## config.mk

```make
export PLATFORM = sky130hd
export DESIGN_NAME = simd_shift_issue
export DESIGN_NICKNAME = d
export VERILOG_FILES = /design/src/rtl/simd_shift_pkg.sv /design/src/rtl/simd_shift_decode.sv /design/src/rtl/simd_shift_issue.sv
export SDC_FILE = /design/constraint.sdc
export NUM_CORES = 1
export LEC_CHECK = 0
export BUFFER_PORTS_ARGS = -buffer_cell sky130_fd_sc_hd__buf_2
export CORE_MARGIN = 4
export CORE_UTILIZATION = 51
export DETAILED_ROUTE_END_ITERATION = 16
export MAX_ROUTING_LAYER = met4
export PLACE_DENSITY = 0.78
export SETUP_SLACK_MARGIN = 0.05
export SLEW_MARGIN = 20
export SYNTH_ARGS = -nofsm -noshare
export SYNTH_HDL_FRONTEND = slang
export SYNTH_SLANG_ARGS = --single-unit
```

## constraint.sdc

```tcl
create_clock -name clk -period 2.1 [get_ports clk]
set_clock_uncertainty 0.05 [all_clocks]
set_input_delay 0.21 -clock clk [delete_from_list [all_inputs] [get_ports clk]]
set_output_delay 0.21 -clock clk [all_outputs]
set_load 0.005 [all_outputs]
```

## src/rtl/simd_shift_pkg.sv

```systemverilog
// Shared definitions for the shift issue stage and the shift64 datapath:
// opcode encoding, amount width and the control bundle handed to shift64.
package simd_shift_pkg;

    localparam logic [3:0] SLL64   = 4'd0;
    localparam logic [3:0] SRL64   = 4'd1;
    localparam logic [3:0] SRA64   = 4'd2;
    localparam logic [3:0] SLL32X2 = 4'd4;
    localparam logic [3:0] SRL32X2 = 4'd5;
    localparam logic [3:0] SRA32X2 = 4'd6;
    localparam logic [3:0] SHMIX32 = 4'd8;

    localparam int SHAMT_W = 6;

    typedef struct packed {
        logic                   mode_unified;
        logic                   uni_dir;
        logic                   uni_arith;
        logic                   hi_dir;
        logic                   hi_arith;
        logic                   lo_dir;
        logic                   lo_arith;
        logic [2*SHAMT_W-1:0]   shift_amt;
    } shift_ctrl_t;

    // Lane amounts are 5 bits wide; the top bit of the 6-bit field is always 0.
    function automatic logic [SHAMT_W-1:0] lane_amt(input logic [4:0] amt);
        return {1'b0, amt};
    endfunction

endpackage

```

## src/rtl/simd_shift_decode.sv

```systemverilog
// Combinational opcode decode: shift micro-op -> shift64 control bundle
// plus an illegal-opcode flag.
module simd_shift_decode
    import simd_shift_pkg::*;
#(
    parameter int XLEN = 64
) (
    input  logic [3:0]      op_i,
    input  logic [XLEN-1:0] rs2_i,
    output shift_ctrl_t     ctrl_o,
    output logic            illegal_o
);

    localparam int HALF = XLEN / 2;

    logic [SHAMT_W-1:0] lo_amt_s;
    logic [SHAMT_W-1:0] hi_amt_s;
    logic               op_dir_s;
    logic               op_arith_s;
    logic               rs2_unused_s;

    assign lo_amt_s     = lane_amt(rs2_i[4:0]);
    assign hi_amt_s     = lane_amt(rs2_i[HALF+4:HALF]);
    assign rs2_unused_s = ^{rs2_i[XLEN-3:HALF+5], rs2_i[HALF-3:SHAMT_W]};

    // Low two opcode bits select left / logical right / arithmetic right.
    assign op_dir_s   = (op_i[1:0] != 2'd0);
    assign op_arith_s = (op_i[1:0] == 2'd2);

    // Field decode; every mode drives its unused controls to 0.
    always_comb begin
        ctrl_o    = '0;
        illegal_o = 1'b0;
        case (op_i)
            SLL64, SRL64, SRA64: begin
                ctrl_o.mode_unified = 1'b1;
                ctrl_o.uni_dir      = op_dir_s;
                ctrl_o.uni_arith    = op_arith_s;
                ctrl_o.shift_amt    = {{SHAMT_W{1'b0}}, rs2_i[SHAMT_W-1:0]};
            end
            SLL32X2, SRL32X2, SRA32X2: begin
                ctrl_o.mode_unified = 1'b0;
                ctrl_o.hi_dir       = op_dir_s;
                ctrl_o.hi_arith     = op_arith_s;
                ctrl_o.lo_dir       = op_dir_s;
                ctrl_o.lo_arith     = op_arith_s;
                ctrl_o.shift_amt    = {hi_amt_s, lo_amt_s};
            end
            SHMIX32: begin
                ctrl_o.mode_unified = 1'b0;
                ctrl_o.hi_dir       = rs2_i[XLEN-1];
                ctrl_o.hi_arith     = rs2_i[XLEN-2] & rs2_i[XLEN-1];
                ctrl_o.lo_dir       = rs2_i[HALF-1];
                ctrl_o.lo_arith     = rs2_i[HALF-2] & rs2_i[HALF-1];
                ctrl_o.shift_amt    = {hi_amt_s, lo_amt_s};
            end
            default: begin
                ctrl_o.mode_unified = 1'b1;
                illegal_o           = 1'b1;
            end
        endcase
    end

endmodule

```

## src/rtl/simd_shift_issue.sv

```systemverilog
// Issue/operand stage in front of shift64: decodes shift micro-ops and holds
// them in an output register backed by a one-entry skid register.
module simd_shift_issue
    import simd_shift_pkg::*;
#(
    parameter int XLEN = 64,
    parameter int RDW  = 5
) (
    input  logic                 clk,
    input  logic                 rst,
    input  logic                 flush,
    input  logic                 in_valid,
    output logic                 in_ready,
    input  logic [3:0]           in_op,
    input  logic [XLEN-1:0]      in_rs1,
    input  logic [XLEN-1:0]      in_rs2,
    input  logic [RDW-1:0]       in_rd,
    output logic                 out_valid,
    input  logic                 out_ready,
    output logic                 mode_unified,
    output logic                 uni_dir,
    output logic                 uni_arith,
    output logic                 hi_dir,
    output logic                 hi_arith,
    output logic                 lo_dir,
    output logic                 lo_arith,
    output logic [2*SHAMT_W-1:0] shift_amt,
    output logic [XLEN-1:0]      in_bus,
    output logic [RDW-1:0]       out_rd,
    output logic                 out_illegal
);

    typedef struct packed {
        shift_ctrl_t     ctrl;
        logic            illegal;
        logic [XLEN-1:0] bus;
        logic [RDW-1:0]  rd;
    } beat_t;

    shift_ctrl_t dec_ctrl_s;
    logic        dec_illegal_s;
    beat_t       in_beat_s;
    logic        accept_s;
    logic        out_free_s;

    logic        out_valid_q, out_valid_d;
    beat_t       out_beat_q,  out_beat_d;
    logic        skid_valid_q, skid_valid_d;
    beat_t       skid_beat_q,  skid_beat_d;
    logic        in_ready_q;

    simd_shift_decode #(
        .XLEN (XLEN)
    ) u_decode (
        .op_i      (in_op),
        .rs2_i     (in_rs2),
        .ctrl_o    (dec_ctrl_s),
        .illegal_o (dec_illegal_s)
    );

    assign in_beat_s.ctrl    = dec_ctrl_s;
    assign in_beat_s.illegal = dec_illegal_s;
    assign in_beat_s.bus     = in_rs1;
    assign in_beat_s.rd      = in_rd;

    assign accept_s   = in_valid && in_ready_q;
    assign out_free_s = !out_valid_q || out_ready;

    // Next state of the output/skid pair; in_ready is low whenever the skid
    // entry is occupied, so an accept never coincides with a full skid.
    always_comb begin
        out_valid_d  = out_valid_q;
        out_beat_d   = out_beat_q;
        skid_valid_d = skid_valid_q;
        skid_beat_d  = skid_beat_q;
        if (flush) begin
            out_valid_d  = 1'b0;
            skid_valid_d = 1'b0;
        end else if (out_free_s) begin
            if (skid_valid_q) begin
                out_valid_d  = 1'b1;
                out_beat_d   = skid_beat_q;
                skid_valid_d = 1'b0;
            end else if (accept_s) begin
                out_valid_d  = 1'b1;
                out_beat_d   = in_beat_s;
            end else begin
                out_valid_d  = 1'b0;
            end
        end else if (accept_s) begin
            skid_valid_d = 1'b1;
            skid_beat_d  = in_beat_s;
        end else begin
            skid_valid_d = skid_valid_q;
        end
    end

    // State registers; reset clears everything including in_ready.
    always_ff @(posedge clk) begin
        if (rst) begin
            out_valid_q  <= 1'b0;
            out_beat_q   <= '0;
            skid_valid_q <= 1'b0;
            skid_beat_q  <= '0;
            in_ready_q   <= 1'b0;
        end else begin
            out_valid_q  <= out_valid_d;
            out_beat_q   <= out_beat_d;
            skid_valid_q <= skid_valid_d;
            skid_beat_q  <= skid_beat_d;
            in_ready_q   <= !skid_valid_d;
        end
    end

    assign in_ready     = in_ready_q;
    assign out_valid    = out_valid_q;
    assign mode_unified = out_beat_q.ctrl.mode_unified;
    assign uni_dir      = out_beat_q.ctrl.uni_dir;
    assign uni_arith    = out_beat_q.ctrl.uni_arith;
    assign hi_dir       = out_beat_q.ctrl.hi_dir;
    assign hi_arith     = out_beat_q.ctrl.hi_arith;
    assign lo_dir       = out_beat_q.ctrl.lo_dir;
    assign lo_arith     = out_beat_q.ctrl.lo_arith;
    assign shift_amt    = out_beat_q.ctrl.shift_amt;
    assign in_bus       = out_beat_q.bus;
    assign out_rd       = out_beat_q.rd;
    assign out_illegal  = out_beat_q.illegal;

endmodule
```

## Word level (Yosys, flattened, before mapping)

Index checks and enable logic that the tools add are counted.

| storage, ports and cells | value |
|---|---|
| register bits | 181 |
| logic and storage cells | 62 |

| cells by class | value |
|---|---|
| bitwise logic cells | 4 |
| eq/ne operators | 7 |
| reduce and logical (&&, ||, !) cells | 14 |
| multiplexer cells | 12 |

Operators with widths:

| kind | count |
|---|---|
| 2-to-1 mux 89 bit | 2 |
| one-hot mux 11 bit (2 select lines) | 1 |
| equality test 4 x 3 -> 1 bit (second input constant) | 3 |
| one-hot mux 4 bit (2 select lines) | 1 |
| 2-to-1 mux 1 bit | 7 |
| OR reduction 7 bit | 1 |
| AND reduction 3 bit | 2 |
| OR reduction 3 bit | 2 |
| equality test 4 x 1 -> 1 bit (second input constant) | 1 |
| equality test 4 x 2 -> 1 bit (second input constant) | 1 |
| equality test 4 bit (second input constant) | 1 |
| logical NOT 4 bit | 1 |
| nonzero test 2 bit | 2 |
| OR reduction 4 bit | 1 |
| AND 1 bit | 2 |
| equality test 2 bit (second input constant) | 1 |
| logical NOT 1 bit | 2 |
| 2-to-1 mux 2 bit | 1 |
| NOT 1 bit | 2 |
| OR reduction 2 bit | 1 |
| logical AND 1 bit | 1 |
| logical OR 1 bit | 1 |

## Depth between registers and ports, before layout

| depth | value |
|---|---|
| depth after elaboration | 5 |
| depth in mapped cells | 7 |
| mapped depth without buffers | 4 |

## By module

From an unflattened synthesis, not the netlist that was laid out.

| second synthesis, totals | value |
|---|---|
| cells, all modules | 857 |
| area total of the unflattened synthesis | 8564.5 um2 |

By module, submodules not included:

| module | cells an instance | instances | area each (um2) | sequential area each (um2) |
|---|---|---|---|---|
| simd_shift_issue | 815 | 1 | 8250.4 | 3623.5 |
| simd_shift_decode | 42 | 1 | 314.1 | 0.0 |

## Worst setup path after synthesis

No wires, ideal clock.

| timing | value |
|---|---|
| path kind | register to register |
| start | reg in_ready_q, in the netlist in_ready |
| end | reg skid_beat_q[60] (netlist bit) |
| path slack | 571 ps |
| arrival time | 1347 ps |
| library setup time | 132 ps |
| buffers on the path | 3 |
| required time | 1918 ps |
| cell stages (with the launch flop) | 8 |
| cell sequence | dfxtp_1 > nand2_1 > or3_1 > buf_2 > buf_2 > buf_2 > nand2_1 > a21oi_1 |

| on the way | value |
|---|---|
| cells in the longest elaborated chain, start to end | 2 |

Ends and longest elaborated chain:

| element | RTL line | source |
|---|---|---|
| start: declaration | simd_shift_issue.sv:50 | `logic in_ready_q;` |
| start signal: assignment | simd_shift_issue.sv:111 | `in_ready_q <= !skid_valid_d;` |
| logical AND 1 bit | simd_shift_issue.sv:66 | `assign accept_s = in_valid && in_ready_q;` |
| AND reduction 3 bit (no line) | n/a |  |
| end signal: assignment | simd_shift_issue.sv:110 | `skid_beat_q <= skid_beat_d;` |
| end: declaration | simd_shift_issue.sv:49 | `beat_t skid_beat_q, skid_beat_d;` |

Every way passes these cells.
A chain may end at the register's enable or synchronous reset.

## Worst setup path after layout

| timing | value |
|---|---|
| start | reg in_ready_q, in the netlist in_ready |
| end | reg skid_beat_q[48] (netlist bit) |

Same word-level chain as after synthesis.

==> metrics.md <==
| Metric | Value |
|---|---|
| Root buf cell | clkbuf_16 |
| Synth area leaders | dfxtp_1 (49%), mux2i_1 (9.6%), nand2_1 (8.9%) |
| Seq/Total Area, Yosys | 0.491 |
| Total global-route track usage | 0.238 |
| Syn Inst Count | 837 |
| Synth Area in XOR/XNOR | 0.00120 |
| Core area | 0.0139 mm² |
| Tmin final | 1.84 ns |
| Post-DP HPWL | 10.9 mm |
| DP Area | between 0.008 and 0.009 mm² |
| WL/cell | 15.1 µm |
| Hold Crit Class | in2reg |
| CP Class | reg2reg |
| Synth Area in Compound Gates | 0.170 |
| Share of layout cells above drive strength 1 | 0.230 |
| Clk sink count | 179 |
| Top cell type's share of synthesized area | 0.491 |
| Final hold violation count | 0 |
| Critical path data arrival time | 2.06 ns |
| Post-synthesis mux area share | 0.0961 |
| Footprint of the multi-input gates | roughly 0.0033 mm² |
| Startpoint Class | flop |
| Commonest cells in the synthesized netlist | dfxtp_1 (179), nand2_1 (173), nor2_1 (92) |
| Pwr Density | roughly 770 mW/mm² |
| CTS tree | done |
| IO Pins | 233 |
| Synth Area in Adders | 0 |
| Required @ worst endpoint | 2.32 ns |
| Inserted Clock Buffers | 17 |
| Tightest Pin Transition | 0.797 ns |
| Simple-gate share of the synthesized area | 0.188 |
| Layout Nets | 1,193 |
| Largest net degree at the start of global routing | 93 |
| Final Max Slew Viols | 0 |
| Die Ht | 128 µm |
| Overflow after GRT | 0 |
| # hold bufs at CTS | 73 |
| Worst path most repeated cell | nand2_1 |
| Post-route DRC | 0 |
| Drt pass-1 iters | 5 |
| Vias in the first global route | 6,423 |
| Distinct cells, synth | 40 |
| Largest family of logic cells by synthesized area | simple AND/OR/NAND/NOR gates |
| Via density | 5.37 |
| P_leak | 3.64 nW |
| Sequential cell area | 0.00359 mm² |
| Total number of vias | 6,681 |
| Flop2flop setup slack | around 0.26 ns |
| H-tree Lvls | 4 |
| Total negative slack | 0 ns |
| CP max stage cell | or3_2 |
| Filler cells | 1,089 |
| Starting DRT DRC Count | between 500 and 600 |
| Synth Net Count | 979 |
| Max-cap viol count | 0 |
| Status | complete, no violations |
| Die W | 128 µm |
| Mean Syn Cell Area | 8.71 µm² |
| P&R area growth vs syn | 31.9% |
| Clock Pin Slew Worst Setup and Hold Paths | 0.06 ns |
| Port bufs | about 180 |
| Leading area contributor after synthesis | dfxtp_1 |
| First-pass GRT wire length | just over 30 mm |
| Initial Util | 0.523 |
| VDD IR max | 0.619 mV |
| Die ar. | ~0.016 mm² |
| Worst-Skew Late Latency | between 0.4 and 0.5 ns |
| Final Wtd Congestion | around 0.77 |
| Post-CTS Setup Bufs | 0 |
| Crit. End Element | flop |
| Post-CTS Resized | 0 |
| RSZ-0062 raised after global routing | false |
| Worst stage delay on the critical path | 0.68 ns |
| Post-DRT Antenna Nets | 0 |
| Relative slew slack | 0.469 |
| Max Freq | 544 MHz |
| Most frequent cell after synthesis | dfxtp_1 |
| Maximum fanout along the worst path | approximately 60 |
| CTS Buffer Depth | 2 |
| Final setup violation count | 0 |
| Final wirelength | 18.8 mm |
| Final period util | 0.875 |
| Core Rows | 43 |
| Post-route cell area | slightly below 0.01 mm² |
| Ys flop type | dfxtp_1 |
| Mapped Area | 0.00729 mm² |
| Crit-path cells | nand2_1 > or3_2 > buf_12 > nand2_1 > a21oi_1 |
| Ys Warns | 0 |
| Antenna violations before repair | 0 |
| Seq cells post-synth | between 150 and 200 |
| Number of synthesized flops with an enable pin | 0 |
| FFs w/ async S/R, synth | 0 |
-- path summary, 6_finish.rpt --
path	from	end	depth (start not counted)
worst max-delay path	in_ready$_SDFF_PP0_	skid_beat_q[48]$_SDFFE_PP0P_	5
worst min-delay path	in_rs2[34]	skid_beat_q[78]$_SDFFE_PP0P_	3
worst max register to register	in_ready$_SDFF_PP0_	skid_beat_q[48]$_SDFFE_PP0P_	5
worst min register to register	skid_beat_q[2]$_SDFFE_PP0P_	skid_beat_q[2]$_SDFFE_PP0P_	2
-- area by class of cell --
type / instances / share of cell area
multi-input cells: 577 / 0.347
flip-flops and latches: 179 / 0.373
clock inverters: 9 / 0.0137
inverters: 6 / 0.00234
diodes: 2 / 0.000520
clock buffers: 22 / 0.0472
repair buffers: 270 / 0.193
well taps: 180 / 0.0234
-- worst max-delay path, delay by kind of cell, from the launching register on --
family,cells,cell delay [ns]
and+or+nand+nor,3,0.90
AOI/OAI and AO/OA,1,0.07
DFF,1,0.37
buffers and inverters,1,0.27
-- layer usage --
layer  wire length (µm)  GRT usage  up-vias  share of wire
met4                314     0.0699        0          0.017
met3               1320     0.0640       30          0.070
met2               9100      0.379      205           0.48
met5                  0          -        -              0
li1                   -          -     3316              -
met1               8050      0.299     3130           0.43
-- registers in the layout, summed over array words and instances (netlist names) --
name          flops
hi_arith          1
hi_dir            1
in_bus           64
in_ready          1
lo_arith          1
lo_dir            1
mode_unified      1
out_illegal       1
out_rd            5
out_valid         1
shift_amt        11
skid_beat_q      88
skid_valid_q      1
uni_arith         1
uni_dir           1
-- through the flow --
stage	total power [mW]	std cells	setup slack [ns]	util	hold slack [ns]
after floorplan	3.92	837	0.571	-	0.237
after CTS	7.44	1243	0.226	0.690	0.00475
after detailed placement	4.19	1139	0.281	0.596	0.396
after global placement	4.17	1139	0.306	0.596	0.391
final	7.40	1245	0.262	0.690	0.00934
after global routing	7.68	1243	0.154	0.690	0.00572
-- cells by family (layout without fill, tap and decap cells) --
| family | Yosys count | after routing |
|---|---|---|
| simple gates | 319 | 319 |
| buf+inv | 81 | 307 |
| xor+xnor | 1 | 1 |
| other cells | 1 | 3 |
| mux | 70 | 70 |
| compound gates | 186 | 186 |
| flops | 179 | 179 |
-- report_power, final --
group / leakage (nW) / total [mW] / switching [mW] / internal [mW]
Sequential: 1.45 / 3.54 / 0.0506 / 3.49
Clock: 0.288 / 3.17 / 1.27 / 1.90
Combinational: 1.90 / 0.694 / 0.347 / 0.347
Total: 3.64 / 7.40 / 1.67 / 5.73
-- placed cells by master, fill, tap and decap left out, types with 5 or more instances in the layout --
cell type | Yosys | layout
buf_2 | 30 | 181
dfxtp_1 | 179 | 178
nand2_1 | 173 | 173
nor2_1 | 92 | 92
a21oi_1 | 90 | 90
a211oi_1 | 73 | 73
dlygate4sd3_1 | 0 | 73
mux2i_1 | 70 | 70
clkbuf_16 | 0 | 17
nand3_1 | 10 | 10
nand2b_1 | 8 | 8
buf_12 | 0 | 8
nand3b_1 | 7 | 7
o311a_1 | 7 | 7
buf_4 | 8 | 7
nor3_2 | 5 | 6
inv_1 | 6 | 6
nor3_1 | 7 | 6
a311oi_2 | 5 | 5
Note: power is estimated with default switching activity, not from simulation.
